## config.mk

```make
export PLATFORM = sky130hd
export DESIGN_NAME = alu_share_arbiter
export DESIGN_NICKNAME = d
export VERILOG_FILES = /design/src/rtl/alu_share_arbiter.sv
export SDC_FILE = /design/constraint.sdc
export NUM_CORES = 1
export LEC_CHECK = 0
export ABC_AREA = 1
export BUFFER_PORTS_ARGS = -buffer_cell sky130_fd_sc_hd__buf_2
export CORE_MARGIN = 1.5
export CORE_UTILIZATION = 59
export CTS_BUF_LIST = sky130_fd_sc_hd__clkbuf_8
export CTS_CLUSTER_SIZE = 30
export DETAILED_ROUTE_END_ITERATION = 10
export PLACE_DENSITY = 0.9
export SLEW_MARGIN = 40
export SYNTH_ARGS = -nofsm -noshare
export SYNTH_HDL_FRONTEND = slang
export SYNTH_SLANG_ARGS = --single-unit
```

## constraint.sdc

```tcl
create_clock -name clk -period 3.7 [get_ports clk]
set_input_delay 1.11 -clock clk [delete_from_list [all_inputs] [get_ports clk]]
set_output_delay 1.11 -clock clk [all_outputs]
set_load 0.05 [all_outputs]
```

## src/rtl/alu_share_arbiter.sv

```systemverilog
`default_nettype none
// ============================================================================
// Module      : alu_share_arbiter
// Description : Shares one AND/OR/XOR/ADD datapath of width `size` between
//               two requesters. Round-robin arbitration, operand capture,
//               one registered execute cycle, then the result is held with
//               res_valid until the consumer acknowledges it.
// Ports       : clk, rst           - clock, async active-high reset
//               req*/op*/a*/b*     - requester 0/1 request, opcode, operands
//               gnt0/gnt1          - one-cycle capture pulses
//               c/carry            - result and ADD carry-out
//               res_valid/res_id   - result valid (held) and owning requester
//               res_ack            - consumer accepts result
//               busy               - arbiter not idle
// Revision    : 1.0 - initial release
// ============================================================================
module alu_share_arbiter #(
    parameter int size = 4
) (
    input  logic            clk,
    input  logic            rst,
    input  logic            req0,
    input  logic [1:0]      op0,
    input  logic [size-1:0] a0,
    input  logic [size-1:0] b0,
    input  logic            req1,
    input  logic [1:0]      op1,
    input  logic [size-1:0] a1,
    input  logic [size-1:0] b1,
    output logic            gnt0,
    output logic            gnt1,
    output logic [size-1:0] c,
    output logic            carry,
    output logic            res_valid,
    output logic            res_id,
    input  logic            res_ack,
    output logic            busy
);

    typedef enum logic [1:0] {
        S_IDLE = 2'd0,
        S_EXEC = 2'd1,
        S_DONE = 2'd2
    } state_t;

    localparam logic [1:0] c_OP_AND = 2'b00;
    localparam logic [1:0] c_OP_OR  = 2'b01;
    localparam logic [1:0] c_OP_XOR = 2'b10;

    state_t          r_state;
    logic            r_ptr;
    logic            r_win;
    logic [1:0]      r_op;
    logic [size-1:0] r_a;
    logic [size-1:0] r_b;
    logic            r_gnt0;
    logic            r_gnt1;
    logic [size-1:0] r_c;
    logic            r_carry;
    logic            r_res_valid;
    logic            r_res_id;
    logic            r_busy;

    // Requester 1 wins when it is alone, or when both ask and the pointer
    // favours it; otherwise requester 0 wins.
    logic            w_pick1;
    logic [size:0]   w_sum;
    logic [size-1:0] w_res;
    logic            w_carry;

    assign w_pick1 = req1 & (~req0 | r_ptr);
    assign w_sum   = {1'b0, r_a} + {1'b0, r_b};

    always_comb begin
        w_res   = '0;
        w_carry = 1'b0;
        case (r_op)
            c_OP_AND: w_res = r_a & r_b;
            c_OP_OR:  w_res = r_a | r_b;
            c_OP_XOR: w_res = r_a ^ r_b;
            default: begin
                w_res   = w_sum[size-1:0];
                w_carry = w_sum[size];
            end
        endcase
    end

    always_ff @(posedge clk or posedge rst) begin
        if (rst) begin
            r_state     <= S_IDLE;
            r_ptr       <= 1'b0;
            r_win       <= 1'b0;
            r_op        <= '0;
            r_a         <= '0;
            r_b         <= '0;
            r_gnt0      <= 1'b0;
            r_gnt1      <= 1'b0;
            r_c         <= '0;
            r_carry     <= 1'b0;
            r_res_valid <= 1'b0;
            r_res_id    <= 1'b0;
            r_busy      <= 1'b0;
        end else begin
            // Grants are single-cycle pulses: cleared unless re-set below.
            r_gnt0 <= 1'b0;
            r_gnt1 <= 1'b0;
            case (r_state)
                S_IDLE: begin
                    if (req0 || req1) begin
                        r_win   <= w_pick1;
                        r_op    <= w_pick1 ? op1 : op0;
                        r_a     <= w_pick1 ? a1  : a0;
                        r_b     <= w_pick1 ? b1  : b0;
                        r_gnt0  <= ~w_pick1;
                        r_gnt1  <= w_pick1;
                        r_state <= S_EXEC;
                        r_busy  <= 1'b1;
                    end
                end
                S_EXEC: begin
                    r_c         <= w_res;
                    r_carry     <= w_carry;
                    r_res_valid <= 1'b1;
                    r_res_id    <= r_win;
                    r_state     <= S_DONE;
                end
                S_DONE: begin
                    if (res_ack) begin
                        r_res_valid <= 1'b0;
                        r_ptr       <= ~r_res_id;
                        r_state     <= S_IDLE;
                        r_busy      <= 1'b0;
                    end
                end
                default: begin
                    r_state <= S_IDLE;
                    r_busy  <= 1'b0;
                end
            endcase
        end
    end

    assign gnt0      = r_gnt0;
    assign gnt1      = r_gnt1;
    assign c         = r_c;
    assign carry     = r_carry;
    assign res_valid = r_res_valid;
    assign res_id    = r_res_id;
    assign busy      = r_busy;

endmodule
`default_nettype wire

```

## After elaboration in Yosys (flattened, before gate mapping)

Cells that the tools add are included.

- Bits in registers: 24
- Bits in latches: 0
- Memory bits (writable): 0
- Bits in read-only memories: 0
- Logic and storage cells: 55
- Memories: 0

- $add $sub $neg: 1
- Multipliers: 0
- Div/mod/pow operators: 0
- Magnitude comparators: 0
- Eq/ne operators: 6
- Shift-type cells: 0
- Mux-type cells: 16
- Bitwise operators: 9
- Reductions and logical operators: 10

Operators by type and width:

| kind | number |
|---|---|
| case mux 4 bit (3 select lines) | 1 |
| two-way mux 4 bit | 2 |
| AND reduction 2 bit | 4 |
| two-way mux 1 bit | 7 |
| two-way mux 2 bit | 3 |
| case mux 2 bit (3 select lines) | 1 |
| adder 4 x 4 -> 5 bit | 1 |
| AND 4 bit | 1 |
| equality test 2 x 1 -> 1 bit, second input constant | 2 |
| equality test 2 bit, second input constant | 2 |
| logical NOT 2 bit | 2 |
| != test 2 bit, second input constant | 2 |
| NOT 1 bit | 4 |
| bitwise OR 4 bit | 1 |
| XOR 4 bit | 1 |
| case mux 1 bit (3 select lines) | 1 |
| AND reduction 3 bit | 1 |
| OR reduction 3 bit | 1 |
| case mux 1 bit (2 select lines) | 1 |
| nonzero test 2 bit | 1 |
| AND 1 bit | 1 |
| logical OR 1 bit | 1 |
| bitwise OR 1 bit | 1 |

## Logic depth before layout (Yosys ltp)

- Depth after elaboration: 6
- Gate-level depth with buffers: 7
- Gate-level depth less buffers: 7

## Least setup slack after synthesis

OpenSTA, ideal clock, no wires.

- Kind: input-to-reg
- Start: input req0
- End: register r_a[1]
- Library setup time: 0.119 ns
- Arrival: 1.689 ns
- Data required time: 3.581 ns
- Slack: 1.892 ns
- Cell stages on the path: 7
- Path through: inv_1 -> nor2_1 -> nor2_1 -> inv_1 -> buf_4 -> nor2_1 -> o21ai_2

- Cells in the longest elaborated chain, start to end: 4
- Elaborated cells between the ends (all ways): 6
- Classes of those cells: 1 x mux; 3 x bitwise; 2 x reduce/logical

RTL lines:

| what | RTL line | source |
|---|---|---|
| start, declared | 22 | `input logic req0,` |
| NOT 1 bit | 71 | `assign w_pick1 = req1 & (~req0 \| r_ptr);` |
| bitwise OR 1 bit | 71 |  |
| AND 1 bit | 71 |  |
| two-way mux 4 bit | 112 | `r_a <= w_pick1 ? a1 : a0;` |
| end signal, assigned | 112 |  |
| end, declared | 54 | `logic [size-1:0] r_a;` |

Several ways; a longest one is shown, not always the timed one.
A chain may end at the register's enable or synchronous reset.

## Worst setup path after layout

- Start: input req0
- End: register r_op[0]

- Cells in the longest elaborated chain, start to end: 4
- Elaborated cells between the ends (all ways): 6
- Classes of those cells: 1 x mux; 3 x bitwise; 2 x reduce/logical

RTL lines:

| what | RTL line | source |
|---|---|---|
| NOT 1 bit | 71 |  |
| bitwise OR 1 bit | 71 |  |
| AND 1 bit | 71 |  |
| two-way mux 2 bit | 111 | `r_op <= w_pick1 ? op1 : op0;` |
| end signal, assigned | 111 |  |
| end, declared | 53 | `logic [1:0] r_op;` |

Several ways; a longest one is shown, not always the timed one.

==> results.md <==
* Outcome: complete, no violations
* Post_cts resized at 0
* Clk pin slew, worst setup/hold paths at 90 ps
* MaxCap Viol Count at 0
* First-pass GRT wire length at just over 5 mm
* Initial DRT Pass Iterations at 4
* Routed WL at approximately 2.8 mm
* Initial antenna violation count at 0
* Final core utilization at between 70% and 80%
* Post-route ant nets at 0
* Total setup buffers inserted after CTS at 0
* Yosys Warn Count at 0
* Mapped cell area at 1395 µm²
* GRT Residual Overflow at 0
* Post-route DRC at 0
* Via/cell ratio at approximately 5.2
* Synthesized flop and latch total at 24
* # setup viols final at 0
* FF+latch area at 600.6 µm²
* Fmax achieved at 446.2 MHz
* Net Count, Synth at a little under 200
* I/O Buffers at 34
* Cts hold-fix bufs at 0
* CTS Buf Count at 3
* Syn-to-layout area delta at 16.95%
* RSZ-0062 raised after global routing: no
* Root buffer cell: clkbuf_8
* Largest net degree at the start of global routing at 25
* Worst EP arrival at 2400 ps
* Yosys cell types at 26
* Setup tns final at 0 ps
* Placed Area at 1558 µm²
* CTS max path bufs at 2
* Share of cells above drive strength 1 at between 20% and 30%
* Setup Slack @ Placement at just over 800 ps
* Vias in the first global route at roughly 1,200
* Met2 Use GR at 43.59%
* Area of the multi-input gates at 665.6 µm²
* Crit-path max FO at 12
* HPWL Detailed at 2.141 mm
* Drt wl/cell at 12.52 µm
* Worst hold path class: reg2reg
* Setup Skew at between 4 and 5 ps
* Final Critical Period at 2241 ps
* Cells after Synth at 165
* Syn_area_per_cell at 8.455 µm²
* Crit. End Element: register
* # IOs at 35
* Tot GR Track Use at about a quarter
* Row count at 17
* CP startpoint kind: input pin
* WS Path Type: in2reg
* Clock Latency Late Sink at 270 ps
* Final Cycle Share at 60.57%
* Lkg Pwr at 0.8582 nW
* CTS tree: built
* Post-synthesis sequential area ratio at 43.05%
* FILL cells at between 150 and 200
* Die Ht at 51.63 µm
* Met1 usage in global routing at between 30% and 40%
* Most Crowded Layer GR: met2
* Normalized max-slew margin at 60.06%
* DR vias at about 1,200
* Initial Utilization at 63.07%
* Power Density at 973.0 nW/µm²
* Gpl congestion at 0.9227
* Tightest Pin Transition at 599.1 ps
* Worst vdd ir at 567.4 µV
* Clk sinks at 24
* DIE WIDTH at 51.63 µm
* Worst Setup Slack, final at 1459 ps
* WP data required at between 3000 and 4000 ps
* First DRT Iteration DRCs at 24
* Hold_ws at ~490 ps
* Number of diodes at 0
* CTS H-tree depth at 1
* GR Util met3 at 3.736%
* Count of final hold-check violations at 0
* Max-slew violation count at 0
* Nets at 234
* Placeable Area at 2212 µm²
* Die ar. at about 2700 µm²
* Post-route cell area at 1632 µm²
[final cells by class]
class                           count  share of cell area [%]
Tap cell                           28                   2.147
Sequential cell                    24                   36.81
Clock inverter                      1                   1.840
Multi-Input combinational cell    114                   40.80
Clock buffer                        3                   2.531
Timing Repair Buffer               34                   10.43
Inverter                           23                   5.445
[power breakdown]
part           internal [W]  leakage [nW]  switching [W]
combinational      0.000281         0.530       0.000581
clock              0.000145        0.0357      0.0000857
sequential         0.000388         0.293       0.000108
[worst paths after layout]
path / startpoint / to / slack (ps) / depth (start not counted)
min in group asynchronous: rst / c[0] / 850 / 2
worst max register to register: r_ptr / r_op[0] / 2070 / 5
max in group asynchronous: rst / r_b[3] / 2500 / 2
worst min-delay path: res_valid / res_valid / 490 / 2
worst min register to register: res_valid / res_valid / 490 / 2
worst max-delay path: req0 / r_op[0] / 1460 / 7
[critical path, cell delays in order]
cell	delay [ps]
buf_2	110
inv_1	70
nor2_1	50
nor2_2	440
inv_1	330
nor2_1	210
o21ai_2	80
[metal layers]
metal / routed length (µm) / share of wire [%]
met2: 1369 / 48
met3: 122 / 4.3
met4: 73 / 2.6
met5: 0 / 0
met1: 1279 / 45
[cell usage in the layout (no fill, tap or decap), drive strengths merged]
master  Yosys  layout
nor2       25      25
o21ai      26      26
clkbuf      1       3
o22ai       1       1
a22oi       1       1
xor2        1       1
o21bai      1       1
inv        23      23
a31oi       1       1
ha          8       8
nand2      32      32
nand3       9       9
fa          1       1
bufinv      0       1
dfrtp      24      24
or2         1       1
o211ai      2       2
nand3b      2       2
buf         3      34
a21oi       3       3
[registers in the layout, summed over array words and instances (netlist names)]
signal	cells
busy	1
gnt0	1
r_state	2
r_ptr	1
r_a	4
r_win	1
r_b	4
carry	1
res_valid	1
c	4
r_op	2
gnt1	1
res_id	1
[synth_stat cells]
cell type	count	area (µm²)
a21oi_1	3	15.01
a22oi_1	1	7.510
a31oi_1	1	6.260
buf_12	1	20.02
buf_4	2	15.01
clkbuf_4	1	7.510
dfrtp_1	24	600.6
fa_1	1	20.02
ha_1	8	100.1
inv_1	21	78.83
inv_2	1	3.750
inv_4	1	6.260
nand2_1	32	120.1
nand3_1	9	45.04
nand3b_1	2	15.01
nor2_1	23	86.33
nor2_2	1	6.260
nor2_4	1	11.26
o211ai_1	2	15.01
o21ai_0	8	40.04
o21ai_1	3	15.01
o21ai_2	15	131.4
o21bai_1	1	7.510
o22ai_1	1	6.260
or2_1	1	6.260
xor2_1	1	8.760
[stage by stage]
step / total power (W) / instances
after detailed placement: 0.001345 / 223
after global routing: 0.001716 / 227
after floorplan: 0.001181 / 165
after CTS: 0.001588 / 227
final: 0.001588 / 227
after global placement: 0.001303 / 223
[cell families after synthesis]
group | count (synthesis) | synth area share (%)
simple gates | 69 | 20.81
compound gates | 35 | 17.49
buf+inv | 27 | 9.417
flops | 24 | 43.05
fa+ha+maj | 9 | 8.610
xor+xnor | 1 | 0.6279
No activity file was read; power rests on OpenSTA's default activity.
